### src/rtl/game_round_ctrl_pkg.sv
// Shared encodings for the dodge-game round sequencer: FSM states,
// status digit codes shown on the seven-segment display, countdown start.
package game_pkg;

  typedef enum logic [2:0] {
    ST_IDLE  = 3'd0,
    ST_CLEAR = 3'd1,
    ST_COUNT = 3'd2,
    ST_PLAY  = 3'd3,
    ST_OVER  = 3'd4
  } state_t;

  // Codes 4'hA..4'hF render blank in the downstream 7-segment decoder
  localparam logic [3:0] DIG_IDLE  = 4'hA;
  localparam logic [3:0] DIG_PLAY  = 4'hB;
  localparam logic [3:0] DIG_OVER  = 4'hC;
  localparam logic [3:0] DIG_BLANK = 4'hF;

  localparam logic [1:0] CD_START = 2'd3;

endpackage

### src/rtl/game_round_ctrl_if.sv
// Handshake/display bundle between the round sequencer and the rest of the game.
interface game_round_ctrl_if;
  logic       tick;
  logic       start;
  logic       coll1;
  logic       coll2;
  logic [2:0] sel;
  logic       game_clr;
  logic       scroll_step;
  logic       playing;
  logic [3:0] bcd_out;

  modport master (
    output tick, start, coll1, coll2, sel,
    input  game_clr, scroll_step, playing, bcd_out
  );

  modport slave (
    input  tick, start, coll1, coll2, sel,
    output game_clr, scroll_step, playing, bcd_out
  );
endinterface

### src/rtl/game_round_ctrl_bcd_score_cnt.sv
// Two-digit BCD survival counter; holds at 99 instead of wrapping.
module bcd_score_cnt (
  input  logic       clk,
  input  logic       reset,
  input  logic       clr,
  input  logic       inc,
  output logic [3:0] tens,
  output logic [3:0] ones
);

  logic at_max;
  assign at_max = (tens == 4'd9) && (ones == 4'd9);

  // Score register: clear wins over increment, increment carries ones into tens
  always_ff @(posedge clk or negedge reset) begin
    if (!reset) begin
      tens <= 4'd0;
      ones <= 4'd0;
    end else if (clr) begin
      tens <= 4'd0;
      ones <= 4'd0;
    end else if (inc && !at_max) begin
      if (ones == 4'd9) begin
        ones <= 4'd0;
        tens <= tens + 4'd1;
      end else begin
        ones <= ones + 4'd1;
      end
    end
  end

endmodule

### src/rtl/game_round_ctrl.sv
// Round sequencer: IDLE -> CLEAR -> COUNT (3-2-1) -> PLAY -> OVER.
// Gates and accelerates map scrolling, scores survival per player in BCD,
// and serves one BCD digit per display select.
module game_round_ctrl
  import game_pkg::*;
#(
  parameter int PERIOD_INIT = 8,
  parameter int PERIOD_MIN  = 2,
  parameter int LEVEL_STEPS = 16
) (
  input logic                clk,
  input logic                reset,
  game_round_ctrl_if.slave   bus
);

  localparam logic [3:0] P_INIT    = 4'(PERIOD_INIT);
  localparam logic [3:0] P_MIN     = 4'(PERIOD_MIN);
  localparam logic [7:0] STEP_LAST = 8'(LEVEL_STEPS - 1);

  state_t     state_q, state_d;
  logic [3:0] round_q;
  logic [3:0] period_q;
  logic [3:0] tick_cnt_q;
  logic [7:0] step_cnt_q;
  logic [1:0] cd_q;
  logic       scroll_p1;

  logic       both_coll;
  logic       play_tick;
  logic       step_fire;
  logic       game_clr_c;
  logic       playing_c;
  logic [3:0] digit;
  logic [3:0] p1_tens, p1_ones, p2_tens, p2_ones;

  // A double collision pre-empts any step that lands in the same cycle
  assign both_coll = bus.coll1 & bus.coll2;
  assign play_tick = (state_q == ST_PLAY) && bus.tick && !both_coll;
  assign step_fire = play_tick && (tick_cnt_q == period_q - 4'd1);

  // State register
  always_ff @(posedge clk or negedge reset) begin
    if (!reset) state_q <= ST_IDLE;
    else        state_q <= state_d;
  end

  // Next-state and state-decoded outputs
  always_comb begin
    state_d    = state_q;
    game_clr_c = 1'b0;
    playing_c  = 1'b0;
    case (state_q)
      ST_IDLE:  if (bus.start) state_d = ST_CLEAR;
      ST_CLEAR: begin
        game_clr_c = 1'b1;
        state_d    = ST_COUNT;
      end
      ST_COUNT: if (bus.tick && cd_q == 2'd1) state_d = ST_PLAY;
      ST_PLAY: begin
        playing_c = 1'b1;
        if (both_coll) state_d = ST_OVER;
      end
      ST_OVER:  if (bus.start) state_d = ST_CLEAR;
      default:  state_d = ST_IDLE;
    endcase
  end

  // Round, countdown, tick/step counters and scroll speed
  always_ff @(posedge clk or negedge reset) begin
    if (!reset) begin
      round_q    <= 4'd0;
      period_q   <= P_INIT;
      tick_cnt_q <= 4'd0;
      step_cnt_q <= 8'd0;
      cd_q       <= CD_START;
    end else begin
      case (state_q)
        ST_CLEAR: begin
          round_q    <= (round_q == 4'd9) ? 4'd0 : round_q + 4'd1;
          period_q   <= P_INIT;
          tick_cnt_q <= 4'd0;
          step_cnt_q <= 8'd0;
          cd_q       <= CD_START;
        end
        ST_COUNT: begin
          if (bus.tick) begin
            cd_q <= cd_q - 2'd1;
            if (cd_q == 2'd1) tick_cnt_q <= 4'd0;
          end
        end
        ST_PLAY: begin
          if (step_fire) begin
            tick_cnt_q <= 4'd0;
            if (step_cnt_q == STEP_LAST) begin
              step_cnt_q <= 8'd0;
              if (period_q != P_MIN) period_q <= period_q - 4'd1;
            end else begin
              step_cnt_q <= step_cnt_q + 8'd1;
            end
          end else if (play_tick) begin
            tick_cnt_q <= tick_cnt_q + 4'd1;
          end
        end
        default: ;
      endcase
    end
  end

  // Scroll pulse trails the completing tick by one cycle
  always_ff @(posedge clk or negedge reset) begin
    if (!reset) scroll_p1 <= 1'b0;
    else        scroll_p1 <= step_fire;
  end

  bcd_score_cnt u_score_p1 (
    .clk   (clk),
    .reset (reset),
    .clr   (state_q == ST_CLEAR),
    .inc   (step_fire & ~bus.coll1),
    .tens  (p1_tens),
    .ones  (p1_ones)
  );

  bcd_score_cnt u_score_p2 (
    .clk   (clk),
    .reset (reset),
    .clr   (state_q == ST_CLEAR),
    .inc   (step_fire & ~bus.coll2),
    .tens  (p2_tens),
    .ones  (p2_ones)
  );

  // Display digit mux: status/countdown, round, then the two scores
  always_comb begin
    digit = DIG_BLANK;
    case (bus.sel)
      3'd0: begin
        case (state_q)
          ST_IDLE:  digit = DIG_IDLE;
          ST_COUNT: digit = {2'b00, cd_q};
          ST_PLAY:  digit = DIG_PLAY;
          ST_OVER:  digit = DIG_OVER;
          default:  digit = DIG_BLANK;
        endcase
      end
      3'd1:    digit = round_q;
      3'd2:    digit = p1_tens;
      3'd3:    digit = p1_ones;
      3'd4:    digit = p2_tens;
      3'd5:    digit = p2_ones;
      default: digit = DIG_BLANK;
    endcase
  end

  assign bus.game_clr    = game_clr_c;
  assign bus.playing     = playing_c;
  assign bus.scroll_step = scroll_p1;
  assign bus.bcd_out     = digit;

endmodule

### src/flat_wrapper.sv
// flat-port wrapper written by rule: the top's interface ports become plain ports
module game_round_ctrl_flat import game_pkg::*;
#(
  parameter int PERIOD_INIT = 8,
  parameter int PERIOD_MIN  = 2,
  parameter int LEVEL_STEPS = 16
)
  (clk, reset, bus_tick, bus_start, bus_coll1, bus_coll2, bus_sel, bus_game_clr, bus_scroll_step, bus_playing, bus_bcd_out);
  game_round_ctrl_if bus_i ();
  input logic clk;
  input logic reset;
  input wire logic [$bits(bus_i.tick)-1:0] bus_tick;
  input wire logic [$bits(bus_i.start)-1:0] bus_start;
  input wire logic [$bits(bus_i.coll1)-1:0] bus_coll1;
  input wire logic [$bits(bus_i.coll2)-1:0] bus_coll2;
  input wire logic [$bits(bus_i.sel)-1:0] bus_sel;
  output wire logic [$bits(bus_i.game_clr)-1:0] bus_game_clr;
  output wire logic [$bits(bus_i.scroll_step)-1:0] bus_scroll_step;
  output wire logic [$bits(bus_i.playing)-1:0] bus_playing;
  output wire logic [$bits(bus_i.bcd_out)-1:0] bus_bcd_out;
  assign bus_i.tick = bus_tick;
  assign bus_i.start = bus_start;
  assign bus_i.coll1 = bus_coll1;
  assign bus_i.coll2 = bus_coll2;
  assign bus_i.sel = bus_sel;
  assign bus_game_clr = bus_i.game_clr;
  assign bus_scroll_step = bus_i.scroll_step;
  assign bus_playing = bus_i.playing;
  assign bus_bcd_out = bus_i.bcd_out;
  game_round_ctrl #(.PERIOD_INIT(PERIOD_INIT), .PERIOD_MIN(PERIOD_MIN), .LEVEL_STEPS(LEVEL_STEPS)) u_core (.clk(clk), .reset(reset), .bus(bus_i));
endmodule
### config.mk
export PLATFORM = sky130hd
export DESIGN_NAME = game_round_ctrl_flat
export DESIGN_NICKNAME = d
export VERILOG_FILES = /design/src/rtl/game_round_ctrl_pkg.sv /design/src/rtl/game_round_ctrl_if.sv /design/src/rtl/game_round_ctrl_bcd_score_cnt.sv /design/src/rtl/game_round_ctrl.sv /design/src/flat_wrapper.sv
export SDC_FILE = /design/constraint.sdc
export NUM_CORES = 1
export LEC_CHECK = 0
export ABC_AREA = 1
export BUFFER_PORTS_ARGS = -buffer_cell sky130_fd_sc_hd__buf_2
export CAP_MARGIN = 20
export CORE_UTILIZATION = 57
export DETAILED_ROUTE_END_ITERATION = 6
export GPL_TIMING_DRIVEN = 0
export MAX_ROUTING_LAYER = met4
export PLACE_DENSITY = 0.82
export SLEW_MARGIN = 20
export SYNTH_ARGS = -nofsm -noshare
export SYNTH_HDL_FRONTEND = slang
export SYNTH_SLANG_ARGS = --single-unit
### constraint.sdc
create_clock -name clk -period 4.95 [get_ports clk]
set_input_delay 0.2475 -clock clk [delete_from_list [all_inputs] [get_ports clk]]
set_output_delay 0.2475 -clock clk [all_outputs]
set_load 0.01 [all_outputs]
==> summary.md, run 1 <==
## Run status
• status: completed

## STA
• final worst path period share: 41.42%
• setup violators final: 0
• total negative setup slack: 0 ps
• Relative slew margins: 38.10%
• unrepaired setup endpoints after global routing: no
• Max Fclk: 487.7 MHz
• crit path time final: 2050 ps
• hold violation count in the final report: 0
• max-slew violation count: 0
• clock skew: 7.631 ps
• transition time at the pin with the least slew margin: 928.6 ps

## Global routing
• total track usage: 26.06%
• largest net degree at the start of global routing: 43
• number of antenna violations at the first check in global routing: 0
• wire length of the first global-routing pass: 10.23 mm
• overflow left after global routing: 0
• number of global-route vias before repair: 2336

## Detailed routing
• final routed wirelength across all metal layers: 5.896 mm
• number of detailed-routing iterations run before antenna repair: 5
• routed via count: 2429
• via density per instance: 5.280
• routed len/inst: 12.82 um
• remaining number of nets flagged by the antenna check after routing: 0
• detailed-route DRC error count: 0
• Detailed Route Iter0 Violations: 109

## Synthesis
• sequential element share of the synthesized area: 37.14%
• Net Count, Synth: 392
• Post-Synthesis Cell Area: 2840 um2
• synthesized area per cell: 7.676 um2
• combinational family with the most area after synthesis: simple AND/OR/NAND/NOR gates
• complex-gate fraction of the synthesized area: 10.26%
• yosys warns: 0
• post-synth cell types: 36
• post-synthesis register bit count: 42
• adder-cell area share of the yosys netlist: 5.727%
• synthesized-area fraction occupied by and/or/nand/nor cells: 34.67%
• synthesized netlist cell count: 370
• xor/xnor cell area share of the yosys netlist: 4.009%
• multiplexer area fraction after synthesis: 0%

## Finish
• total area of multi-input combinational cells: 1553 um2
• count of inserted antenna diode cells: 0
• end-of-flow core utilization: 65.32%
• non-filler instance count after layout: 460
• register cell area after layout: 1055 um2
• Post-Layout Inst Area: 3105 um2
• most common cell after layout, fill and taps aside: sky130_fd_sc_hd__nand2_1
• commonest non-fill, non-tap cells in the layout: sky130_fd_sc_hd__nand2_1 (81), sky130_fd_sc_hd__inv_1 (54), sky130_fd_sc_hd__nand3_1 (47), sky130_fd_sc_hd__dfrtp_1 (39), sky130_fd_sc_hd__nor2_1 (30)
• fraction of layout instances using a drive strength above 1: 17.30%
• Net count, final: 414
• Area Growth Syn to Fin: 9.339%
• Fillers: 439

## Critical path
• Slowest-stage cell, CP: sky130_fd_sc_hd__dfrtp_1
• worst setup path class: flop to primary output
• most frequent cell on the critical path: sky130_fd_sc_hd__nand3_1
• delay contributed by the slowest stage of the critical path: 390 ps
• crit path DAT: 1800 ps
• Critical Path Source Type: flop
• CP required: 4700 ps
• cell-by-cell listing of the critical path: inv_2 > nand3_1 > inv_1 > nor2_1 > o21ai_0 > nand3_1 > buf_2
• Crit. End Element: primary output
• maximum fanout encountered on the critical timing path: 7

## Die
• Floorplan Core Area: 4755 um2
• initial core utilization: 59.74%
• I/O pin cnt: 16
• overall die height: 72.59 um
• floorplan die width: 72.59 um
• number of core rows: 25
• Die Footprint: 5269 um2

## Clock tree
• clock slew at reported path FFs: 80 ps
• cts-stage hold buffer count: 0
• library cell used as clock root buffer: sky130_fd_sc_hd__clkbuf_8
• count of instances resized after the clock tree is built: 0
• number of clock sinks: 42
• CTS tree: done
• clk buf depth: 2
• clock buffer count from CTS: 5
• clock latency on the worst-skew pair: 290 ps
• number of post-CTS setup repair buffers: 0
• H-Tree Level Count: 2

## Place
• Detail Placement HPWL: 4.377 mm
• Placement Cell Area: 2999 um2
• final weighted congestion of routability-driven global placement: 0.9089
• number of placed instances, taps included: 452
• count of buffers inserted at the top-level ports: 15

## Power and ir drop
• VDD IR-drop max: 324.8 uV
• PwrDens: 498.9 nW/um2
• leakage component of the power: 1.648 nW
• Final Power: 1.549 mW

## Run
• number of max-cap violations: 0

## Min path
• type of the tightest min-delay check: input pin to async pin

==> path summary, 6_finish.rpt <==
kind | cells past startpoint | to | startpoint | slack [ps]
worst min-delay path | 1 | u_core.step_cnt_q[0] | reset | 90
min in group clk | 4 | u_core.state_q[1] | bus_start | 350
worst max-delay path | 7 | bus_bcd_out[0] | u_core.state_q[2] | 2900
worst min register to register | 2 | u_core.period_q[3] | u_core.period_q[3] | 490
worst max register to register | 13 | u_core.u_score_p2.tens[2] | u_core.period_q[0] | 3110
max in group asynchronous | 1 | u_core.u_score_p1.ones[1] | reset | 4280
==> synthesized netlist by cell type <==
cell / instances / area, um2
sky130_fd_sc_hd__a221oi_1: 1 / 8.760
sky130_fd_sc_hd__xor2_1: 11 / 96.34
sky130_fd_sc_hd__nor3_1: 7 / 35.03
sky130_fd_sc_hd__nand3_1: 47 / 235.2
sky130_fd_sc_hd__nand2_1: 81 / 304.0
sky130_fd_sc_hd__a21oi_2: 1 / 8.760
sky130_fd_sc_hd__o21ai_1: 1 / 5.000
sky130_fd_sc_hd__o221ai_1: 2 / 17.52
sky130_fd_sc_hd__nand4_1: 1 / 6.260
sky130_fd_sc_hd__buf_2: 1 / 5.000
sky130_fd_sc_hd__nand3_2: 2 / 20.02
sky130_fd_sc_hd__nor2_4: 1 / 11.26
sky130_fd_sc_hd__o21bai_1: 1 / 7.510
sky130_fd_sc_hd__nand2_4: 7 / 78.83
sky130_fd_sc_hd__inv_1: 54 / 202.7
sky130_fd_sc_hd__nor2_1: 30 / 112.6
sky130_fd_sc_hd__a21oi_1: 7 / 35.03
sky130_fd_sc_hd__xnor2_1: 2 / 17.52
sky130_fd_sc_hd__o21ai_2: 7 / 61.31
sky130_fd_sc_hd__o21ai_0: 17 / 85.08
sky130_fd_sc_hd__or2_2: 6 / 37.54
sky130_fd_sc_hd__ha_1: 13 / 162.7
sky130_fd_sc_hd__inv_2: 5 / 18.77
sky130_fd_sc_hd__o2111ai_1: 2 / 17.52
sky130_fd_sc_hd__nor3_4: 1 / 16.27
sky130_fd_sc_hd__nand2_2: 6 / 37.54
sky130_fd_sc_hd__a31oi_1: 1 / 6.260
sky130_fd_sc_hd__inv_4: 1 / 6.260
sky130_fd_sc_hd__dfstp_2: 3 / 78.83
sky130_fd_sc_hd__nor2_8: 1 / 20.02
sky130_fd_sc_hd__nor2_2: 2 / 12.51
sky130_fd_sc_hd__nand2_8: 2 / 40.04
sky130_fd_sc_hd__nand3_4: 1 / 17.52
sky130_fd_sc_hd__dfrtp_1: 39 / 975.9
sky130_fd_sc_hd__o22ai_1: 5 / 31.28
sky130_fd_sc_hd__a211oi_1: 1 / 7.510
==> critical path: cells and delay by family (launching register included) <==
| kind | cells | cell delay (ps) |
|---|---|---|
| AND/OR/NAND/NOR | 3 | 460 |
| AO/OA/AOI/OAI | 1 | 230 |
| flip-flops | 1 | 390 |
| buffers and inverters | 3 | 440 |
==> metal layers <==
metal | routed length (um) | vias up | GRT usage, % | share of wire [%]
met4 | 75 | 0 | 8.715 | 1.3
met1 | 2678 | 1127 | 31.79 | 45
li1 | - | 1237 | - | -
met5 | 0 | - | - | 0
met2 | 2926 | 57 | 43.41 | 50
met3 | 216 | 8 | 5.110 | 3.7
==> layout make-up <==
type | count | area share (%)
Buffer | 1 | 0.1612
Clock buffer | 7 | 2.458
Clock inverter | 1 | 0.9670
Inverter | 60 | 7.333
Multi-Input combinational cell | 267 | 50.00
Sequential cell | 42 | 33.96
Tap cell | 67 | 2.699
Timing Repair Buffer | 15 | 2.417
==> flip-flops by register name, summed over array words and instances, names as in the netlist <==
name,cells
u_core.round_q,4
u_core.u_score_p1.tens,4
u_core.state_q,3
u_core.bus.scroll_step,1
u_core.period_q,4
u_core.u_score_p1.ones,4
u_core.tick_cnt_q,4
u_core.cd_q,2
u_core.u_score_p2.tens,4
u_core.step_cnt_q,8
u_core.u_score_p2.ones,4
==> report_power, final <==
| part | internal, mW | switching, mW |
|---|---|---|
| sequential | 0.439 | 0.101 |
| clock | 0.151 | 0.118 |
| combinational | 0.248 | 0.492 |
| total | 0.838 | 0.711 |
==> kinds of logic after synthesis <==
kind of cell | after synthesis
compound gates | 46
buf+inv | 61
xor+xnor | 13
fa+ha+maj | 13
simple gates | 195
flops | 42
==> through the flow <==
| stage | setup slack [ps] | hold WS, ps |
|---|---|---|
| 2_1_floorplan | 3308 | -48.09 |
| 3_3_place_gp | 3145 | 443.2 |
| 3_5_place_dp | 3112 | 447.4 |
| 6_report | 2900 | 85.92 |
| 5_1_grt | 2687 | 174.6 |
| 4_1_cts | 2901 | 118.7 |
(Power assumes the default switching activity.)
==> run 2: changes to the inputs <==
--- a/config.mk
+++ b/config.mk
@@ -5,7 +5,7 @@
 export SDC_FILE = /design/constraint.sdc
 export NUM_CORES = 1
 export LEC_CHECK = 0
-export ABC_AREA = 1
+export ABC_AREA = 0
 export BUFFER_PORTS_ARGS = -buffer_cell sky130_fd_sc_hd__buf_2
 export CAP_MARGIN = 20
 export CORE_UTILIZATION = 57
==> constraint.sdc (replaced) <==
create_clock -name clk -period 2.04 [get_ports clk]
set_input_delay 0.102 -clock clk [delete_from_list [all_inputs] [get_ports clk]]
set_output_delay 0.102 -clock clk [all_outputs]
set_load 0.01 [all_outputs]
==> run 2 against run 1 <==
Sequential power is 100% higher. Clock skew hardly changed. Setup slack worse by 3100 ps. Critical path type is now flop to flop. Sequential share of layout area is 3.0 points lower. Largest power group is now registers. Final cell count is 10% lower. The run now ends with setup timing left. Highest routed layer unchanged.
==> summary.md, run 2 <==
## Global routing
• overflow left after global routing: 0
• largest net degree at the start of global routing: 43
• total track usage: 28.96%
• wire length of the first global-routing pass: 11.12 mm
• number of antenna violations at the first check in global routing: 0
• number of global-route vias before repair: 2410

## Synthesis
• multiplexer area fraction after synthesis: 0.7253%
• synthesized area per cell: 8.735 um2
• most common cell in the netlist: sky130_fd_sc_hd__dfrtp_1
• fraction of post-synthesis cell area in the top cell type by area: 35.36%
• top cell types by occurrence after synthesis: sky130_fd_sc_hd__dfrtp_1 (39), sky130_fd_sc_hd__o21ai_0 (36), sky130_fd_sc_hd__a21oi_1 (27), sky130_fd_sc_hd__nand2_1 (27), sky130_fd_sc_hd__nor2_1 (22)
• sequential element share of the synthesized area: 38.21%
• post-synth cell types: 56
• fraction of registers with async set/reset: 100.0%
• Post-synth EDFFs: 0
• combinational family with the most area after synthesis: simple AND/OR/NAND/NOR gates
• synthesized netlist cell count: 316
• post-synthesis register bit count: 42
• Top FF cell, synth: sky130_fd_sc_hd__dfrtp_1
• xor/xnor cell area share of the yosys netlist: 3.762%
• Post-Synthesis Cell Area: 2760 um2
• complex-gate fraction of the synthesized area: 23.21%
• Net Count, Synth: 338
• adder-cell area share of the yosys netlist: 5.893%
• most area-hungry cell type in the Yosys netlist: sky130_fd_sc_hd__dfrtp_1
• synthesized-area fraction occupied by and/or/nand/nor cells: 23.25%
• synth top area cells: sky130_fd_sc_hd__dfrtp_1 (35%), sky130_fd_sc_hd__o21ai_0 (6.5%), sky130_fd_sc_hd__ha_1 (5.9%), sky130_fd_sc_hd__a21oi_1 (4.9%), sky130_fd_sc_hd__nand2_1 (3.7%)
• yosys warns: 0

## STA
• worst setup slack after layout: -225.7 ps
• clock skew: 7.465 ps
• setup violators final: 26
• max-slew violation count: 0
• total negative setup slack: -2088 ps
• Relative slew margins: 34.85%
• unrepaired setup endpoints after global routing: yes
• hold violation count in the final report: 0
• crit path time final: 2266 ps
• Max Fclk: 441.4 MHz
• final worst path period share: 111.1%
• transition time at the pin with the least slew margin: 977.2 ps

## Detailed routing
• via density per instance: 6.535
• number of detailed-routing iterations run before antenna repair: 5
• remaining number of nets flagged by the antenna check after routing: 0
• routed via count: 2699
• detailed-route DRC error count: 0
• routed len/inst: 18.64 um
• final routed wirelength across all metal layers: 7.697 mm
• Detailed Route Iter0 Violations: 230

## Clock tree
• H-Tree Level Count: 2
• library cell used as clock root buffer: sky130_fd_sc_hd__clkbuf_8
• CTS tree: done
• clock slew at reported path FFs: 90 ps
• clock buffer count from CTS: 5
• clk buf depth: 2
• number of clock sinks: 42
• clock latency on the worst-skew pair: 310 ps

## Die
• initial core utilization: 61.28%
• Floorplan Core Area: 4504 um2
• Die Footprint: 5124 um2
• number of core rows: 24
• I/O pin cnt: 16
• floorplan die width: 71.59 um
• overall die height: 71.59 um

## Place
• pre-CTS setup slack: -267.6 ps
• final weighted congestion of routability-driven global placement: 0.8399
• count of buffers inserted at the top-level ports: 13
• number of placed instances, taps included: 381
• Detail Placement HPWL: 4.453 mm

## Finish
• largest register by flop count: u_core.step_cnt_q
• Area Growth Syn to Fin: 23.75%
• fraction of layout instances using a drive strength above 1: 26.59%
• most common cell after layout, fill and taps aside: sky130_fd_sc_hd__dfrtp_1
• Net count, final: 382
• commonest non-fill, non-tap cells in the layout: sky130_fd_sc_hd__dfrtp_1 (37), sky130_fd_sc_hd__a21oi_1 (26), sky130_fd_sc_hd__nand2_1 (26), sky130_fd_sc_hd__o21ai_0 (25)
• count of inserted antenna diode cells: 0
• Largest register FFs: 8
• non-filler instance count after layout: 413

## Critical path
• CP required: 2270 ps
• maximum fanout encountered on the critical timing path: 4
• worst setup path class: flop to flop
• crit path DAT: 2500 ps
• Crit. End Element: flop
• Critical Path Source Type: flop

## Power and ir drop
• PwrDens: 747.1 nW/um2
• VDD IR-drop max: 612.6 uV
• leakage component of the power: 1.440 nW

## Run status
• status: finished, violations left
• violated checks: setup timing

## Run
• number of max-cap violations: 0

## Min path
• type of the tightest min-delay check: input pin to flop

## run 2: report_power, final
| part | switching, mW | internal [mW] | total (mW) |
|---|---|---|---|
| Sequential | 0.130 | 0.952 | 1.08 |
| Clock | 0.326 | 0.241 | 0.567 |
| Combinational | 0.540 | 0.364 | 0.903 |
| Total | 0.996 | 1.56 | 2.55 |
## run 2: layout make-up
cell class              count  area, um2
repair buffers             37      255.2
clock inverters             3      21.27
inverters                  20      86.33
flip-flops and latches     42       1057
plain buffers              10      56.30
clock buffers               5      68.82
multi-input cells         244       1805
well taps                  52      65.06
fillers                   313       1089
## run 2: kinds of logic (layout without fill, tap and decap cells)
family                     Yosys count  in the layout
muxes                                2              2
and+or+nand+nor                    114            114
xor gates and xnor gates            11             11
adders and majority gates           13             13
AOI/OAI and AO/OA                  103            104
buffers and inverters               31             75
DFF                                 42             42
## run 2: routing by layer
layer	vias up	share of wire [%]	GRT usage, %
met4	0	2.7	9.804
met5	-	0	-
met2	97	51	48.15
li1	1235	-	-
met1	1344	42	36.93
met3	23	4.3	3.657
## run 2: timing repair
action | CTS | global route
gates resized for setup | 24 | 33
gates cloned | 0 | 1
hold buffers | 1 | 0
setup endpoints to repair | 31 | 31
buffers inserted | 14 | 9
endpoints found under the hold margin | 39 | 0
pin swaps | 14 | 14
## run 2: final timing paths
check	depth (start not counted)	end	slack, ps	start
hold reg to reg	1	u_core.step_cnt_q[7]	520	u_core.step_cnt_q[7]
hold / removal	3	u_core.state_q[0]	20	bus_start
max in group asynchronous	2	u_core.u_score_p1.ones[0]	880	reset
setup reg to reg	7	u_core.u_score_p1.tens[2]	-230	u_core.period_q[0]
setup / recovery	7	u_core.u_score_p1.tens[2]	-230	u_core.period_q[0]
min in group asynchronous	2	u_core.round_q[3]	490	reset
## run 2: worst max-delay path, stage by stage (launching register included)
cell	delay [ps]
sky130_fd_sc_hd__dfrtp_2	390
sky130_fd_sc_hd__inv_2	60
sky130_fd_sc_hd__ha_4	290
sky130_fd_sc_hd__xor2_4	210
sky130_fd_sc_hd__nand4b_4	150
sky130_fd_sc_hd__or3_4	380
sky130_fd_sc_hd__or4_1	500
sky130_fd_sc_hd__a21oi_1	190
## run 2: stage by stage
step	total power [mW]	utilization (%)	hold slack [ps]	cell area [um2]
5_1_grt	2.682	75.83	38.33	3416
3_3_place_gp	1.824	64.69	306.8	2914
6_report	2.552	75.83	15.56	3416
3_5_place_dp	1.846	64.69	295.1	2914
4_1_cts	2.437	71.22	17.76	3208
2_1_floorplan	1.641	-	-193.6	2784
